$ cat src/rtl/i2s_audio_tx.sv
// i2s_audio_tx: valid/ready 16-bit stereo pairs serialised to a Philips I2S DAC, BCK from a clk32 enable divider.
// `define I2S_MONO_MIX_EN to send the (L+R)/2 mono mix in both slots.
module i2s_audio_tx #(
    parameter int CLK_HZ      = 32000000,
    parameter int SAMPLE_RATE = 24000,
    parameter int HALF_DIV    = CLK_HZ / (SAMPLE_RATE * 32) / 2,
    parameter bit OFFSET_IN   = 1'b1
) (
    input  logic        clk32,
    input  logic        por_n,
    input  logic [15:0] sample_l,
    input  logic [15:0] sample_r,
    input  logic        sample_valid,
    output logic        sample_ready,
    output logic        i2s_bck,
    output logic        i2s_ws,
    output logic        i2s_din,
    output logic        frame_stb,
    output logic        underrun
);
    localparam int DW = $clog2(HALF_DIV);

    logic [DW-1:0] div_cnt;
    logic [4:0]    bit_cnt;
    logic [4:0]    bit_nxt;
    logic [31:0]   hold;
    logic [31:0]   shift;
    logic [31:0]   last;
    logic [31:0]   conv;
    logic [31:0]   frame;
    logic [15:0]   conv_l;
    logic [15:0]   conv_r;
    logic          hold_full;
    logic          tick;
    logic          fall;
    logic          load_now;
    logic          take;

    assign tick         = div_cnt == DW'(HALF_DIV - 1);
    assign fall         = tick && i2s_bck;
    assign bit_nxt      = bit_cnt + 5'd1;
    assign load_now     = fall && bit_nxt == 5'd0;
    assign sample_ready = por_n && (!hold_full || load_now);
    assign take         = sample_valid && sample_ready;
    assign conv_l       = {sample_l[15] ^ OFFSET_IN, sample_l[14:0]};
    assign conv_r       = {sample_r[15] ^ OFFSET_IN, sample_r[14:0]};
    assign frame        = hold_full ? hold : last;

`ifdef I2S_MONO_MIX_EN
    logic [15:0] mono;
    // 17-bit signed sum halved: bits [16:1] of the sum, which cannot overflow
    assign mono = 16'(({conv_l[15], conv_l} + {conv_r[15], conv_r}) >> 1);
    assign conv = {mono, mono};
`else
    assign conv = {conv_l, conv_r};
`endif

    always_ff @(posedge clk32 or negedge por_n) begin
        if (!por_n) begin
            div_cnt   <= '0;
            bit_cnt   <= 5'd31;
            i2s_bck   <= 1'b0;
            i2s_ws    <= 1'b0;
            i2s_din   <= 1'b0;
            hold      <= '0;
            hold_full <= 1'b0;
            shift     <= '0;
            last      <= '0;
            frame_stb <= 1'b0;
            underrun  <= 1'b0;
        end else begin
            div_cnt   <= tick ? '0 : div_cnt + 1'b1;
            i2s_bck   <= tick ? !i2s_bck : i2s_bck;
            frame_stb <= load_now;
            underrun  <= load_now && !hold_full;
            hold_full <= take || (hold_full && !load_now);
            if (take)
                hold <= conv;
            // serial state moves on the BCK falling tick so DIN is stable at the rising edge
            if (fall) begin
                bit_cnt <= bit_nxt;
                i2s_ws  <= bit_nxt >= 5'd15 && bit_nxt <= 5'd30;
                if (load_now) begin
                    shift   <= frame;
                    i2s_din <= frame[31];
                    last    <= frame;
                end else begin
                    shift   <= shift << 1;
                    i2s_din <= shift[30];
                end
            end
        end
    end
endmodule

$ cat config.mk
export PLATFORM = sky130hd
export DESIGN_NAME = i2s_audio_tx
export DESIGN_NICKNAME = d
export VERILOG_FILES = /design/src/rtl/i2s_audio_tx.sv
export SDC_FILE = /design/constraint.sdc
export NUM_CORES = 1
export LEC_CHECK = 0
export CAP_MARGIN = 20
export CORE_MARGIN = 4
export CORE_UTILIZATION = 57
export DETAILED_ROUTE_END_ITERATION = 8
export GPL_ROUTABILITY_DRIVEN = 0
export PLACE_DENSITY = 0.79
export RECOVER_POWER = 100
export SKIP_LAST_GASP = 1
export SLEW_MARGIN = 20
export SYNTH_ARGS = -nofsm -noshare
export SYNTH_HDL_FRONTEND = slang
export SYNTH_SLANG_ARGS = --single-unit
$ cat constraint.sdc
create_clock -name clk32 -period 3.1 [get_ports clk32]
set_input_delay 0.775 -clock clk32 [delete_from_list [all_inputs] [get_ports clk32]]
set_output_delay 0.775 -clock clk32 [all_outputs]
set_load 0.01 [all_outputs]
==> metrics <==
pin count of the biggest net entering global routing 66; nets 513; RSZ-0062 raised after global routing false; DP Area 0.00528 sq mm; Max-slew headroom -4.38%; Finish-stage setup viols 0; multi-input logic area 0.00191 sq mm; vias per cell 5.61; Die X 100 um; Fillers 650; DR iter-0 viols 190; IO Pins 41; Distinct cells, synth 40; Crit. End Element primary output; Die H around 100 um; Tcrit/Tclk final about 94%; Clock Sinks 111; gr ovfl total 0; max-slew violation count 66; Pleak roughly 2.8 nW; syn nets 478; commonest non-fill, non-tap cells in the layout 105 x dfrtp_1, 86 x nand2_1, 52 x nand3_1; Worst-path clk slew 0.10 ns; Wirelength per Cell 15.5 um; Area Growth Syn to Fin 14.6%; # diodes 0; post-layout util 67.4%; violations in the final reports max-capacitance violations, max-slew violations; TritonRoute pass-1 iters 4; setup slack, reg-to-reg 0.45 ns; global-route wire length before repair 15.8 mm; critical setup path kind flip-flop to primary output; final setup TNS 0 ns; Root Buffer Master clkbuf_8; Post-Syn Area 0.00483 sq mm; highest clock rate 345 MHz; post-DP HPWL 5.69 mm; endpoints failing hold 0; worst endpoint required time ~2.3 ns; RR Endpoint hold[11]; Yosys reg bits around 110; worst vdd ir 298 uV; clk_skew 0.00926 ns; Worst-Margin Slew 1.57 ns; share of cells above drive strength 1 ~15%; register area 0.00279 sq mm; initial core utilization roughly three fifths; Core Region 0.00822 sq mm; Max-Cap Viols 1; final wirelength 9.02 mm; CTS HTree Levels 3; worst r2r path cells 8; Arrival @ worst endpoint 2.12 ns; num rows 33; vias in the first global route 3354; Worst Hold End div_cnt[0]; most common cell after layout, fill and taps aside dfrtp_1; worst skew pair latency 0.36 ns; WHS Path Cells 1; Yosys warning total 0; P per Cell Area 454 mW/mm^2; largest driver fanout on the critical path 6; Mapped Cells ~440; syn_area_per_cell 11.0 sq um; HP Class flip-flop to flip-flop; R2R Path Start div_cnt[0]; Post-route DRC 0; Final Instance Area 0.00554 sq mm; I/O Buffers 40; TritonCTS clock tree built; initial antenna violation count 0; antenna-violating nets left 0; via count around 3.3k; HP Start div_cnt[0]; Max Root-Sink Buffers 2; die area 0.0100 sq mm; critical path launch point type flip-flop; Overall Global Routing Usage 19.7%; min Tclk post-route 2.90 ns; Num CTS Buffers 9; status finished with violations; post-synthesis sequential area ratio 57.6%; hold_buf cts 0
## sequential cells by signal (all words and copies together), names as in the netlist, 5 cells and up
name and count:
bit_cnt 5, div_cnt 5, hold 32, last 32
shift 31
## worst max-delay path by stage
stage | startpoint | end | slack [ns] | depth (start not counted)
6_report | bit_cnt[3] | sample_ready | 0.20 | 6
5_1_grt | div_cnt[0] | sample_ready | 0.06 | 7
3_5_place_dp | bit_cnt[0] | sample_ready | 0.03 | 7
3_3_place_gp | bit_cnt[0] | sample_ready | 0.16 | 7
2_1_floorplan | bit_cnt[0] | sample_ready | 0.39 | 8
4_1_cts | bit_cnt[3] | sample_ready | 0.21 | 6
## what timing repair did
action | CTS | global route
setup buffers | 3 | 0
endpoints found under the hold margin | 0 | 0
gates resized for setup | 10 | 0
endpoints found under the setup margin | 1 | 0
## final cells by class
| class | instances | share of cell area, % |
|---|---|---|
| Clock inverter | 4 | 1.40 |
| Sequential cell | 111 | 50.3 |
| Inverter | 6 | 0.407 |
| Tap cell | 105 | 2.37 |
| Timing Repair Buffer | 53 | 8.49 |
| Multi-Input combinational cell | 292 | 34.5 |
| Clock buffer | 11 | 2.55 |
## report_power, final
group	internal [mW]	total [mW]	switching (mW)
combinational	0.0545	0.0969	0.0424
clock	0.480	0.949	0.470
sequential	1.46	1.47	0.00796
## critical path, cell delays in order, from the launching register on
cell and delay (ns):
dfstp_2 0.60, a21boi_1 0.33, nor3_4 0.09, o2111ai_4 0.21, nand2_1 0.10, and2_1 0.15, dlygate4sd2_1 0.27
## cell families (layout without fill, tap and decap cells)
group	Yosys count	after routing	share of synthesized area, %
AO/OA/AOI/OAI	48	48	8.00
flip-flops	111	111	57.6
buffers and inverters	35	74	3.65
adder cells (fa/ha/maj)	5	5	1.29
multiplexers	45	45	10.3
AND/OR/NAND/NOR	186	186	17.7
XOR/XNOR	8	8	1.45
## routing by layer
| layer | up-vias | global-route usage (%) | part of all wire, % |
|---|---|---|---|
| met4 | 0 | 6.11 | 1.6 |
| met1 | 1615 | 25.1 | 43 |
| met3 | 15 | 5.07 | 4.6 |
| met5 | - | 0 | 0 |
| met2 | 63 | 33.1 | 51 |
| li1 | 1574 | - | - |
## cells in the mapped netlist
cell type  number  area share, %
a211o_1         1           0.18
a211oi_1        3           0.47
a21bo_2         1           0.21
a21boi_0        1           0.16
a21o_1          1           0.16
a21oi_4         1           0.34
a22o_1          2           0.36
a31oi_1         1           0.13
and2_1          2           0.26
and3_1          1           0.13
and3b_1         1           0.18
buf_1           3           0.23
buf_2           3           0.31
buf_4           5           0.78
buf_6           3           0.70
clkbuf_1       15            1.2
dfrtp_1       106             55
dfstp_2         5            2.7
ha_1            5            1.3
inv_1           6           0.47
mux2_1          2           0.47
mux2_2         34            7.9
mux2i_1         9            1.9
nand2_1        86            6.7
nand2b_1       23            3.0
nand3_1        53            5.5
nand3b_1        1           0.16
nand4_1         1           0.13
nor2_1         12           0.93
nor2b_1         3           0.39
nor3_1          2           0.21
nor4bb_1        1           0.21
o2111ai_4       1           0.54
o211ai_1       23            3.6
o21ai_0         5           0.52
o21bai_1        1           0.16
o311ai_1        5           0.91
o31ai_1         2           0.31
xnor2_1         5           0.91
xor2_1          3           0.54
## per-stage QoR
stage / total power [mW] / instances / hold slack [ns] / setup slack [ns]
floorplan: 1.52 / 438 / 0.432 / 0.394
finish: 2.52 / 582 / 0.460 / 0.200
CTS: 2.54 / 582 / 0.462 / 0.206
detailed placement: 1.60 / 564 / 0.448 / 0.0295
global route: 2.62 / 582 / 0.481 / 0.0602
global placement: 1.60 / 564 / 0.441 / 0.165
Note: power is estimated with default switching activity, not from simulation.
